**src/rtl/time_edit_engine_if.sv**
```systemverilog
// ---------------------------------------------------------------------------
// time_edit_engine_if
// Bundles the key-manager state, the raw keys and the 1 Hz enable that feed
// the time/date/alarm engine, together with the display outputs it returns.
//   master : key manager / display side (drives controls, reads display)
//   slave  : time_edit_engine
// Signals:
//   tick_1hz   one-cycle 1 Hz enable
//   EditMode   1 = edit active
//   screen     0 time, 1 date, 2 alarm, 3 treated as time
//   EditPos    selected digit position 0..7
//   Mode12t24  1 = 12h display, 0 = 24h display
//   KeyPlus    raw Plus key, active-low
//   KeyMinus   raw Minus key, active-low
//   digits     8 BCD nibbles, nibble i = display position i
//   blank_mask bit i = 1 blanks display position i
//   alarm_hit  alarm enabled and alarm hour/min equal current hour/min
// ---------------------------------------------------------------------------
interface time_edit_engine_if;
    logic        tick_1hz;
    logic        EditMode;
    logic [1:0]  screen;
    logic [2:0]  EditPos;
    logic        Mode12t24;
    logic        KeyPlus;
    logic        KeyMinus;
    logic [31:0] digits;
    logic [7:0]  blank_mask;
    logic        alarm_hit;

    modport master (
        output tick_1hz, EditMode, screen, EditPos, Mode12t24, KeyPlus, KeyMinus,
        input  digits, blank_mask, alarm_hit
    );

    modport slave (
        input  tick_1hz, EditMode, screen, EditPos, Mode12t24, KeyPlus, KeyMinus,
        output digits, blank_mask, alarm_hit
    );
endinterface

```
**src/rtl/time_edit_engine.sv**
```systemverilog
// ---------------------------------------------------------------------------
// time_edit_engine
// Holds the running time (H:M:S), the date (D-M-Y) and an alarm (H:M + enable).
// Time advances from a 1 Hz enable while not editing; Plus/Minus key presses
// edit the digit selected by EditPos on the current screen. Produces 8 BCD
// display nibbles, a blank mask (with blinking of the edited digit) and an
// alarm level.
// Ports:
//   clk    system clock
//   reset  asynchronous active-low reset
//   bus    time_edit_engine_if.slave (controls in, display out)
// Parameters:
//   DEBOUNCE_CYCLES  cycles a key must read stable before its level is accepted
//   BLINK_CYCLES     half-period of the edited-digit blink
// ---------------------------------------------------------------------------
module time_edit_engine #(
    parameter int DEBOUNCE_CYCLES = 500000,
    parameter int BLINK_CYCLES    = 12500000
) (
    input  logic               clk,
    input  logic               reset,
    time_edit_engine_if.slave  bus
);

    localparam int DB_W = $clog2(DEBOUNCE_CYCLES + 1);
    localparam int BL_W = $clog2(BLINK_CYCLES + 1);

    // Generic bounded-field edit. Ones step with wrap; tens step by 10 and
    // fold back into [lo,hi] when they overshoot.
    function automatic logic [6:0] f_edit(input logic [6:0] f, input logic [6:0] lo,
                                          input logic [6:0] hi, input logic tens,
                                          input logic up);
        int fi, l, h, v;
        fi = int'(f);
        l  = int'(lo);
        h  = int'(hi);
        if (!tens) begin
            if (up) v = (fi == h) ? l : fi + 1;
            else    v = (fi == l) ? h : fi - 1;
        end else if (up) begin
            v = fi + 10;
            if (v > h) v = ((fi % 10) > l) ? (fi % 10) : l;
        end else begin
            v = fi - 10;
            if (v < l) begin
                v = (fi % 10) + 10 * (h / 10);
                if (v > h) v = h;
            end
        end
        return 7'(v);
    endfunction

    function automatic logic [4:0] f_dim(input logic [3:0] mon, input logic leap);
        case (mon)
            4'd2:                   return leap ? 5'd29 : 5'd28;
            4'd4, 4'd6, 4'd9, 4'd11: return 5'd30;
            default:                return 5'd31;
        endcase
    endfunction

    // Binary 0..99 to {tens, ones} BCD.
    function automatic logic [7:0] f_bcd(input logic [6:0] v);
        logic [3:0] t, o;
        t = 4'(v / 7'd10);
        o = 4'(v % 7'd10);
        return {t, o};
    endfunction

    // ---------------- key synchronisers and debouncers ----------------
    logic [1:0]      w_key_raw;
    logic [1:0]      r_key_s1, r_key_s2, r_key_state, r_press;
    logic [DB_W-1:0] r_db_cnt [2];

    assign w_key_raw = {bus.KeyMinus, bus.KeyPlus};

    // The debounced level only follows the synced key after it has held the
    // new value for DEBOUNCE_CYCLES; a press is the accepted high-to-low change,
    // so a new press needs an accepted high level first.
    always_ff @(posedge clk or negedge reset) begin
        if (!reset) begin
            r_key_s1    <= 2'b11;
            r_key_s2    <= 2'b11;
            r_key_state <= 2'b11;
            r_press     <= 2'b00;
            r_db_cnt[0] <= '0;
            r_db_cnt[1] <= '0;
        end else begin
            r_key_s1 <= w_key_raw;
            r_key_s2 <= r_key_s1;
            r_press  <= 2'b00;
            for (int k = 0; k < 2; k++) begin
                if (r_key_s2[k] == r_key_state[k]) begin
                    r_db_cnt[k] <= '0;
                end else if (r_db_cnt[k] == DB_W'(DEBOUNCE_CYCLES - 1)) begin
                    r_db_cnt[k]    <= '0;
                    r_key_state[k] <= r_key_s2[k];
                    r_press[k]     <= ~r_key_s2[k];
                end else begin
                    r_db_cnt[k] <= r_db_cnt[k] + 1'b1;
                end
            end
        end
    end

    // ---------------- edit / run next-state ----------------
    logic [5:0] r_sec, r_min, r_al_min;
    logic [4:0] r_hour, r_al_hour, r_day;
    logic [3:0] r_mon;
    logic [6:0] r_year;
    logic       r_al_en;

    logic [5:0] w_sec_n, w_min_n, w_al_min_n;
    logic [4:0] w_hour_n, w_al_hour_n, w_day_n;
    logic [3:0] w_mon_n;
    logic [6:0] w_year_n;
    logic       w_al_en_n;
    logic [6:0] w_e;
    logic [4:0] w_dim, w_hmod_n;
    logic       w_plus, w_minus, w_edit, w_pm;
    logic [4:0] w_hmod, w_h12, w_dim_cur;
    logic [1:0] w_scr;

    assign w_plus    = r_press[0] & ~r_press[1] & bus.EditMode;
    assign w_minus   = r_press[1] & ~r_press[0] & bus.EditMode;
    assign w_edit    = w_plus | w_minus;
    assign w_scr     = (bus.screen == 2'd3) ? 2'd0 : bus.screen;
    assign w_pm      = (r_hour >= 5'd12);
    assign w_hmod    = w_pm ? (r_hour - 5'd12) : r_hour;
    assign w_h12     = (w_hmod == 5'd0) ? 5'd12 : w_hmod;
    assign w_dim_cur = f_dim(r_mon, r_year[1:0] == 2'b00);

    always_comb begin
        w_sec_n     = r_sec;
        w_min_n     = r_min;
        w_hour_n    = r_hour;
        w_day_n     = r_day;
        w_mon_n     = r_mon;
        w_year_n    = r_year;
        w_al_min_n  = r_al_min;
        w_al_hour_n = r_al_hour;
        w_al_en_n   = r_al_en;
        w_e         = '0;
        w_dim       = w_dim_cur;
        w_hmod_n    = '0;
        if (w_edit) begin
            case (w_scr)
                2'd1: begin
                    case (bus.EditPos)
                        3'd0, 3'd1: begin
                            w_e      = f_edit(r_year, 7'd0, 7'd99, bus.EditPos[0], w_plus);
                            w_year_n = w_e;
                        end
                        3'd2, 3'd3: begin
                            w_e     = f_edit({3'b0, r_mon}, 7'd1, 7'd12, bus.EditPos[0], w_plus);
                            w_mon_n = w_e[3:0];
                        end
                        3'd4, 3'd5: begin
                            w_e     = f_edit({2'b0, r_day}, 7'd1, {2'b0, w_dim_cur},
                                             bus.EditPos[0], w_plus);
                            w_day_n = w_e[4:0];
                        end
                        default: ;
                    endcase
                    // A month/year change must never leave an impossible day.
                    if (bus.EditPos < 3'd4) begin
                        w_dim = f_dim(w_mon_n, w_year_n[1:0] == 2'b00);
                        if (r_day > w_dim) w_day_n = w_dim;
                    end
                end
                2'd2: begin
                    case (bus.EditPos)
                        3'd2, 3'd3: begin
                            w_e        = f_edit({1'b0, r_al_min}, 7'd0, 7'd59, bus.EditPos[0], w_plus);
                            w_al_min_n = w_e[5:0];
                        end
                        3'd4, 3'd5: begin
                            w_e         = f_edit({2'b0, r_al_hour}, 7'd0, 7'd23, bus.EditPos[0], w_plus);
                            w_al_hour_n = w_e[4:0];
                        end
                        3'd6:    w_al_en_n = ~r_al_en;
                        default: ;
                    endcase
                end
                default: begin
                    if (!bus.Mode12t24) begin
                        case (bus.EditPos)
                            3'd0, 3'd1: begin
                                w_e     = f_edit({1'b0, r_sec}, 7'd0, 7'd59, bus.EditPos[0], w_plus);
                                w_sec_n = w_e[5:0];
                            end
                            3'd2, 3'd3: begin
                                w_e     = f_edit({1'b0, r_min}, 7'd0, 7'd59, bus.EditPos[0], w_plus);
                                w_min_n = w_e[5:0];
                            end
                            3'd4, 3'd5: begin
                                w_e      = f_edit({2'b0, r_hour}, 7'd0, 7'd23, bus.EditPos[0], w_plus);
                                w_hour_n = w_e[4:0];
                            end
                            default: ;
                        endcase
                    end else begin
                        case (bus.EditPos)
                            3'd0: w_hour_n = w_pm ? (r_hour - 5'd12) : (r_hour + 5'd12);
                            3'd2, 3'd3: begin
                                w_e     = f_edit({1'b0, r_sec}, 7'd0, 7'd59, bus.EditPos[0], w_plus);
                                w_sec_n = w_e[5:0];
                            end
                            3'd4, 3'd5: begin
                                w_e     = f_edit({1'b0, r_min}, 7'd0, 7'd59, bus.EditPos[0], w_plus);
                                w_min_n = w_e[5:0];
                            end
                            3'd6, 3'd7: begin
                                // Edit the displayed 1..12 value, keep the AM/PM half.
                                w_e      = f_edit({2'b0, w_h12}, 7'd1, 7'd12, bus.EditPos[0], w_plus);
                                w_hmod_n = (w_e[4:0] == 5'd12) ? 5'd0 : w_e[4:0];
                                w_hour_n = w_hmod_n + (w_pm ? 5'd12 : 5'd0);
                            end
                            default: ;
                        endcase
                    end
                end
            endcase
        end else if (bus.tick_1hz && !bus.EditMode) begin
            if (r_sec != 6'd59) begin
                w_sec_n = r_sec + 6'd1;
            end else begin
                w_sec_n = '0;
                if (r_min != 6'd59) begin
                    w_min_n = r_min + 6'd1;
                end else begin
                    w_min_n = '0;
                    if (r_hour != 5'd23) begin
                        w_hour_n = r_hour + 5'd1;
                    end else begin
                        w_hour_n = '0;
                        if (r_day < w_dim_cur) begin
                            w_day_n = r_day + 5'd1;
                        end else begin
                            w_day_n = 5'd1;
                            if (r_mon != 4'd12) begin
                                w_mon_n = r_mon + 4'd1;
                            end else begin
                                w_mon_n  = 4'd1;
                                w_year_n = (r_year == 7'd99) ? 7'd0 : r_year + 7'd1;
                            end
                        end
                    end
                end
            end
        end
    end

    always_ff @(posedge clk or negedge reset) begin
        if (!reset) begin
            r_sec     <= '0;
            r_min     <= '0;
            r_hour    <= '0;
            r_day     <= 5'd1;
            r_mon     <= 4'd1;
            r_year    <= '0;
            r_al_min  <= '0;
            r_al_hour <= '0;
            r_al_en   <= 1'b0;
        end else begin
            r_sec     <= w_sec_n;
            r_min     <= w_min_n;
            r_hour    <= w_hour_n;
            r_day     <= w_day_n;
            r_mon     <= w_mon_n;
            r_year    <= w_year_n;
            r_al_min  <= w_al_min_n;
            r_al_hour <= w_al_hour_n;
            r_al_en   <= w_al_en_n;
        end
    end

    // ---------------- blink timer ----------------
    logic [BL_W-1:0] r_blink_cnt;
    logic            r_blink_phase;

    always_ff @(posedge clk or negedge reset) begin
        if (!reset) begin
            r_blink_cnt   <= '0;
            r_blink_phase <= 1'b0;
        end else if (r_blink_cnt == BL_W'(BLINK_CYCLES - 1)) begin
            r_blink_cnt   <= '0;
            r_blink_phase <= ~r_blink_phase;
        end else begin
            r_blink_cnt <= r_blink_cnt + 1'b1;
        end
    end

    // ---------------- display formatting ----------------
    logic [31:0] w_digits, r_digits;
    logic [7:0]  w_blank_fixed, w_blank, r_blank;
    logic        r_alarm_hit;

    always_comb begin
        w_digits      = '0;
        w_blank_fixed = 8'hC0;
        case (w_scr)
            2'd1: w_digits = {8'h00, f_bcd({2'b0, r_day}), f_bcd({3'b0, r_mon}), f_bcd(r_year)};
            2'd2: begin
                w_digits      = {4'h0, 3'b000, r_al_en, f_bcd({2'b0, r_al_hour}),
                                 f_bcd({1'b0, r_al_min}), 8'h00};
                w_blank_fixed = 8'h83;
            end
            default: begin
                if (bus.Mode12t24) begin
                    w_digits      = {f_bcd({2'b0, w_h12}), f_bcd({1'b0, r_min}),
                                     f_bcd({1'b0, r_sec}), 4'h0, (w_pm ? 4'hB : 4'hA)};
                    w_blank_fixed = 8'h02;
                end else begin
                    w_digits = {8'h00, f_bcd({2'b0, r_hour}), f_bcd({1'b0, r_min}),
                                f_bcd({1'b0, r_sec})};
                end
            end
        endcase
        w_blank = w_blank_fixed;
        if (bus.EditMode && r_blink_phase) w_blank = w_blank_fixed | (8'b1 << bus.EditPos);
    end

    always_ff @(posedge clk or negedge reset) begin
        if (!reset) begin
            r_digits    <= '0;
            r_blank     <= 8'hC0;
            r_alarm_hit <= 1'b0;
        end else begin
            r_digits    <= w_digits;
            r_blank     <= w_blank;
            r_alarm_hit <= r_al_en && (r_hour == r_al_hour) && (r_min == r_al_min);
        end
    end

    assign bus.digits     = r_digits;
    assign bus.blank_mask = r_blank;
    assign bus.alarm_hit  = r_alarm_hit;

endmodule

```
**src/flat_wrapper.sv**
```systemverilog
// flat-port wrapper written by rule: the top's interface ports become plain ports
module time_edit_engine_flat 
#(
    parameter int DEBOUNCE_CYCLES = 500000,
    parameter int BLINK_CYCLES    = 12500000
)
  (clk, reset, bus_tick_1hz, bus_EditMode, bus_screen, bus_EditPos, bus_Mode12t24, bus_KeyPlus, bus_KeyMinus, bus_digits, bus_blank_mask, bus_alarm_hit);
  time_edit_engine_if bus_i ();
  input  logic clk;
  input  logic reset;
  input wire logic [$bits(bus_i.tick_1hz)-1:0] bus_tick_1hz;
  input wire logic [$bits(bus_i.EditMode)-1:0] bus_EditMode;
  input wire logic [$bits(bus_i.screen)-1:0] bus_screen;
  input wire logic [$bits(bus_i.EditPos)-1:0] bus_EditPos;
  input wire logic [$bits(bus_i.Mode12t24)-1:0] bus_Mode12t24;
  input wire logic [$bits(bus_i.KeyPlus)-1:0] bus_KeyPlus;
  input wire logic [$bits(bus_i.KeyMinus)-1:0] bus_KeyMinus;
  output wire logic [$bits(bus_i.digits)-1:0] bus_digits;
  output wire logic [$bits(bus_i.blank_mask)-1:0] bus_blank_mask;
  output wire logic [$bits(bus_i.alarm_hit)-1:0] bus_alarm_hit;
  assign bus_i.tick_1hz = bus_tick_1hz;
  assign bus_i.EditMode = bus_EditMode;
  assign bus_i.screen = bus_screen;
  assign bus_i.EditPos = bus_EditPos;
  assign bus_i.Mode12t24 = bus_Mode12t24;
  assign bus_i.KeyPlus = bus_KeyPlus;
  assign bus_i.KeyMinus = bus_KeyMinus;
  assign bus_digits = bus_i.digits;
  assign bus_blank_mask = bus_i.blank_mask;
  assign bus_alarm_hit = bus_i.alarm_hit;
  time_edit_engine #(.DEBOUNCE_CYCLES(DEBOUNCE_CYCLES), .BLINK_CYCLES(BLINK_CYCLES)) u_core (.clk(clk), .reset(reset), .bus(bus_i));
endmodule
```
**config.mk**
```make
export PLATFORM = sky130hd
export DESIGN_NAME = time_edit_engine_flat
export DESIGN_NICKNAME = d
export VERILOG_FILES = /design/src/rtl/time_edit_engine_if.sv /design/src/rtl/time_edit_engine.sv /design/src/flat_wrapper.sv
export SDC_FILE = /design/constraint.sdc
export NUM_CORES = 1
export LEC_CHECK = 0
export CAP_MARGIN = 20
export CORE_ASPECT_RATIO = 0.5
export CORE_UTILIZATION = 30
export DETAILED_ROUTE_END_ITERATION = 16
export GPL_TIMING_DRIVEN = 0
export HOLD_SLACK_MARGIN = 0.06
export SLEW_MARGIN = 25
export SYNTH_ARGS = -nofsm -noshare
export SYNTH_HDL_FRONTEND = slang
export SYNTH_SLANG_ARGS = --single-unit
```
**constraint.sdc**
```tcl
create_clock -name clk -period 13.7 [get_ports clk]
set_input_delay 1.37 -clock clk [delete_from_list [all_inputs] [get_ports clk]]
set_output_delay 1.37 -clock clk [all_outputs]
set_load 0.005 [all_outputs]
```
## Word level (Yosys, flattened, before mapping)

Index checks and enable logic that the tools add are counted.

| operators by class | value |
|---|---|
| reductions and logical operators | 35 |
| div/mod/pow operators | 28 |
| equal/unequal tests | 59 |
| shifts and indexed selects | 1 |
| mux-type cells | 170 |
| magnitude comparators | 40 |
| bitwise operators | 14 |
| add/sub/neg operators | 57 |
| multiply operators | 1 |

Operators by type and width:

| operator | number |
|---|---|
| 2-to-1 mux 5 bit | 65 |
| 2-to-1 mux 6 bit | 42 |
| > comparator 32 x 1 -> 1 bit (second input constant) | 6 |
| 2-to-1 mux 7 bit | 21 |
| remainder unit 6 x 5 -> 32 bit (second input constant) | 4 |
| adder 32 x 7 -> 32 bit (second input constant) | 3 |
| > comparator 32 x 2 -> 1 bit (second input constant) | 3 |
| > comparator 32 x 7 -> 1 bit (second input constant) | 3 |
| remainder unit 7 x 5 -> 32 bit (second input constant) | 3 |
| 2-to-1 mux 4 bit | 21 |
| 2-to-1 mux 19 bit | 4 |
| adder 32 x 5 -> 32 bit (second input constant) | 2 |
| adder 32 x 6 -> 32 bit (second input constant) | 2 |
| > comparator 32 x 5 -> 1 bit (second input constant) | 2 |
| > comparator 32 x 6 -> 1 bit (second input constant) | 2 |
| one-hot mux 32 bit (2 select lines) | 1 |
| adder 19 x 1 -> 19 bit (second input constant) | 2 |
| equality test 19 bit (second input constant) | 2 |
| adder 32 bit | 1 |
| adder 32 x 8 -> 32 bit (second input constant) | 1 |
| divider 6 x 5 -> 32 bit (second input constant) | 1 |
| > comparator 32 x 6 -> 1 bit | 1 |
| > comparator 32 x 8 -> 1 bit (second input constant) | 1 |
| remainder unit 5 x 5 -> 32 bit (second input constant) | 1 |
| other kinds (98) | 211 |

| word-level totals | value |
|---|---|
| memories | 0 |
| bits of input ports | 12 |
| latch bits | 0 |
| bits in registers | 157 |
| RAM bits | 0 |
| ROM bits | 0 |

## Logic depth before layout (Yosys ltp)

| logic depth | value |
|---|---|
| depth after elaboration | 22 |
| gate-level depth with buffers | 35 |

## Worst setup path before layout

OpenSTA, ideal clock, no wires.

| timing path | value |
|---|---|
| path kind | register to register |
| start point | register u_core.r_year[4] |
| end point | register u_core.r_day[0] |
| stages on the path, launching flop included | 36 |
| setup slack | 5.746 ns |
| data arrival time | 7.882 ns |
| clock period less this slack | 7.954 ns |
| path through | dfrtp_1 -> buf_2 -> clkbuf_1 -> clkbuf_1 -> buf_1 -> buf_1 -> nor2_1 -> inv_1 -> ha_1 -> o21ba_2 -> a31oi_2 -> a211oi_2 -> o21ai_1 -> or3_1 -> o31ai_2 -> o21ai_0 -> a31oi_1 -> and2_1 -> clkbuf_1 -> nor2_1 -> xnor2_1 -> ha_1 -> a21oi_1 -> and3_1 -> or3b_1 -> nor3b_1 -> a31oi_1 -> o31ai_1 -> a21oi_1 -> mux2i_1 -> ha_1 -> a21oi_1 -> o211ai_1 -> or4_1 -> o21a_1 -> o21ai_1 |

| between the ends | value |
|---|---|
| word-level cells in the longest chain between the ends | 21 |
| elaborated cells on any way between the ends | 33 |
| those cells by class | add/sub: 3; div: 1; order compare: 5; eq/ne: 1; mux: 21; reduce/logical: 2 |

RTL lines:

| what | line | RTL |
|---|---|---|
| start: declaration | time_edit_engine.sv:109 | `logic [6:0] r_year;` |
| start signal: assignment | time_edit_engine.sv:270 | `r_year <= w_year_n;` |
| remainder unit 8 x 5 -> 32 bit | time_edit_engine.sv:42, time_edit_engine.sv:46 |  |
| adder 32 x 8 -> 32 bit | time_edit_engine.sv:46 | `v = (fi % 10) + 10 * (h / 10);` |
| > comparator 32 x 8 -> 1 bit | time_edit_engine.sv:47 | `if (v > h) v = h;` |
| 2-to-1 mux 7 bit | time_edit_engine.sv:47 |  |
| 2-to-1 mux 7 bit | time_edit_engine.sv:45 | `if (v < l) begin` |
| 2-to-1 mux 7 bit | time_edit_engine.sv:40 | `end else if (up) begin` |
| 2-to-1 mux 7 bit * | time_edit_engine.sv:37 | `if (!tens) begin` |
| 2-to-1 mux 7 bit * | time_edit_engine.sv:148 | `case (bus.EditPos)` |
| (+5 left out) | - |  |
| 2-to-1 mux 5 bit * | time_edit_engine.sv:165 | `if (bus.EditPos < 3'd4) begin` |
| 2-to-1 mux 5 bit * | time_edit_engine.sv:146 | `case (w_scr)` |
| 2-to-1 mux 5 bit * | time_edit_engine.sv:145 | `if (w_edit) begin` |
| > comparator 5 bit | time_edit_engine.sv:167 | `if (r_day > w_dim) w_day_n = w_dim;` |
| 2-to-1 mux 5 bit * | time_edit_engine.sv:167 |  |
| 2-to-1 mux 5 bit * | time_edit_engine.sv:165 |  |
| 2-to-1 mux 5 bit * | time_edit_engine.sv:146 |  |
| 2-to-1 mux 5 bit * | time_edit_engine.sv:145 |  |
| end signal: assignment | time_edit_engine.sv:268 | `r_day <= w_day_n;` |
| end: declaration | time_edit_engine.sv:107 | `logic [4:0] r_hour, r_al_hour, r_day;` |

Every way passes the cells marked *; elsewhere a longest branch is shown, timed or not. The select of a mux whose other input is x is not followed.
A chain may end at the register's enable or synchronous reset.

## Worst setup path in the final report

Same ends and word-level chain as after synthesis.

==> metrics <==
ys flop type=dfrtp_1; Worst Path Class, Setup=flip-flop to flip-flop; vias in the first global route=21900; clock tree sinks=153; Post-CTS Setup Bufs=0; Row Count=68; Final ANT Viol Nets=0; port buffer count=48; Critical Path Max Stage Delay=0.68 ns; Final Instance Count excl. Fillers=4019; CP arrival=10.67 ns; CTS tree=yes; core area=69700 µm²; Yosys Warn Count=0; synthesized flop and latch total=153; R2R depth=35; routed wire length=79.1 mm; crit share post-route=74.9%; commonest non-fill, non-tap cell in the layout=nor2_1; layout cell share with drive strength beyond 1=4.59%; Via density=5.91; Die Wd=379 µm; crit end category=flip-flop; worst-case clock buffer depth=2; CTS buffer count=17; Syn Area/Cell=7.15 µm²; Lkg Pwr=9.24 nW; top cell type's share of synthesized area=16.7%; DRC Markers=0; Worst-Skew Late Latency=0.47 ns; worst slew pin tran=1.15 ns; post-DR wirelength/cell=19.7 µm; first-pass GRT wire length=123 mm; initial antenna violation count=0; f_max=97.4 MHz; FFs w/ async S/R, synth=100%; worst min path class=flip-flop to flip-flop; slew margin rel.=23.3%; CP max stage cell=a211oi_2; Antenna diodes=0; time the worst path needs with I/O delays and setup=10.27 ns; Hold Crit Depth=0; vias post-DR=23800; Seq/Total Area, Yosys=18.0%; status=completed; power per cell area=142 nW/µm²; fin nets=3229; Worst Skew=0.0172 ns; Synth-to-Final Area Change=10.7%; TritonRoute pass-1 iters=7; Reg area=3840 µm²; largest net degree at the start of global routing=86; chip height=191 µm; Worst-path clk slew=0.08 ns; total negative slack=0 ns; commonest cells after routing, fill and taps aside=nor2_1, nand2_1, o21ai_0; cell taking the most area after synthesis=dfrtp_1; H-Tree Depth=4; EDFF count, synth=0; Root Buffer Master=clkbuf_16; Worst Path Required=14.10 ns; Initial Util=30.7%; Pins Over Slew Limit=0; Synth cell types=112; grt ovf=0; critical path startpoint category=flip-flop; Post-Synthesis Cells=2990; # hold bufs at CTS=0; Initial DRC Count=3137; RSZ-0062 raised after global routing=false; Post-DP HPWL=59.4 mm; fillers=7417; Mapped Area=21400 µm²; die area=72400 µm²; CP Max Fanout=10; Area contributors post-synth=dfrtp_1, ha_1, xnor2_1, nor2_1, o21ai_0; IO Count=53; area of the multi-input gates=16300 µm²; Placer Congestion=0.981; Tot GR Track Use=21.3%; endpoints failing setup=0; final hold viol count=0; worst vdd ir=241 µV; Placed Instances=3987; max-cap violation count=0; post-cts repair resize count=0
-- per-stage QoR --
| step | instance area [µm²] | util, % | power [mW] | setup slack [ns] | hold WS (ns) |
|---|---|---|---|---|---|
| 2_1_floorplan | 21400 | - | 2.26 | 5.75 | 0.345 |
| 4_1_cts | 23700 | 33.9 | 3.33 | 3.73 | 0.364 |
| 5_1_grt | 23700 | 33.9 | 3.62 | 2.71 | 0.374 |
| 3_3_place_gp | 23000 | 33.1 | 2.82 | 3.76 | 0.350 |
| 6_report | 23700 | 33.9 | 3.36 | 3.43 | 0.361 |
| 3_5_place_dp | 23100 | 33.1 | 2.83 | 3.77 | 0.347 |
-- metal layers --
| metal | vias to the layer above | wire length, µm | track usage, % |
|---|---|---|---|
| met1 | 11400 | 35800 | 29.6 |
| met5 | - | 0 | 0 |
| met4 | 0 | 2430 | 7.63 |
| met3 | 148 | 5650 | 2.34 |
| li1 | 11100 | - | - |
| met2 | 1148 | 35200 | 33.9 |
-- where the power goes --
group          switching (mW)  total (mW)  leakage [nW]  internal (mW)
logic                    1.47        2.36          7.00          0.894
clock network           0.237       0.477         0.276          0.240
registers              0.0283       0.519          1.97          0.491
total                    1.73        3.36          9.24           1.63
-- cell usage after synthesis (all sizes together), types with 11 or more instances --
master	instances
nor4b	12
dfrtp	143
clkbuf	134
nor3b	17
a2111oi	11
mux2i	43
o21ai	262
inv	131
a31oi	57
mux2	11
nor2	332
o31a	11
and3	31
or3	25
o21a	25
nand3	120
nand3b	12
and2	14
nand2	283
a22oi	17
a211oi	43
nand4	28
o211ai	34
a21oi	230
nor4	17
a211o	12
nor3	89
a21o	24
a221oi	20
o21bai	16
o22ai	37
o221ai	19
nand2b	33
xnor2	161
a21boi	17
o32ai	14
a2bb2oi	11
ha	155
o311ai	11
xor2	48
buf	44
o31ai	33
nor2b	31
or2	21
-- final cells by class --
| class | instances | area share, % |
|---|---|---|
| clock buffer | 18 | 1.81 |
| buffer | 178 | 3.05 |
| sequential | 153 | 16.2 |
| inverter | 136 | 2.16 |
| timing repair buffer | 49 | 2.17 |
| multi-input combinational | 2526 | 69.0 |
| tap | 945 | 5.00 |
| clock inverter | 14 | 0.566 |
-- kinds of logic after synthesis --
| logic type | after synthesis | synth area share (%) |
|---|---|---|
| compound gates | 1004 | 31.2 |
| fa+ha+maj | 160 | 9.35 |
| mux | 54 | 2.59 |
| xor+xnor | 209 | 8.60 |
| other cells | 1 | 0.0175 |
| buf+inv | 314 | 5.77 |
| flops | 153 | 18.0 |
| simple gates | 1095 | 24.5 |
-- worst paths after layout --
path / startpoint / end / slack, ns
setup / recovery: u_core.r_year[4] / u_core.r_day[0] / 3.43
hold / removal: u_core.r_key_s1[0] / u_core.r_key_s2[0] / 0.36
setup reg to reg: u_core.r_year[4] / u_core.r_day[0] / 3.43
hold reg to reg: u_core.r_key_s1[0] / u_core.r_key_s2[0] / 0.36
max in group asynchronous: reset / u_core.r_key_s1[1] / 11.95
min in group asynchronous: reset / u_core.r_al_hour[1] / 0.88
-- flip-flops by register name (all words and copies together), names as in the netlist --
signal and count:
u_core.r_year 7, u_core.r_al_en 1, u_core.r_al_min 6, u_core.r_blink_phase 1, u_core.r_hour 5, u_core.r_key_s2 2, u_core.bus.alarm_hit 1, u_core.r_day 5
u_core.r_key_state 2, u_core.r_db_cnt 38, u_core.r_mon 4, u_core.r_key_s1 2, u_core.r_sec 6, u_core.r_blink_cnt 24, u_core.r_press 2, u_core.r_min 6
u_core.r_al_hour 5, u_core.bus.blank_mask 8, u_core.bus.digits 28
-- worst max-delay path, delay by kind of cell (launching register included) --
family | cells | cell delay (ns)
buf+inv | 7 | 2.43
simple gates | 8 | 2.21
mux | 1 | 0.12
compound gates | 15 | 3.98
fa+ha+maj | 3 | 0.94
xor+xnor | 1 | 0.17
flops | 1 | 0.33
Note: power is estimated with default switching activity, not from simulation.
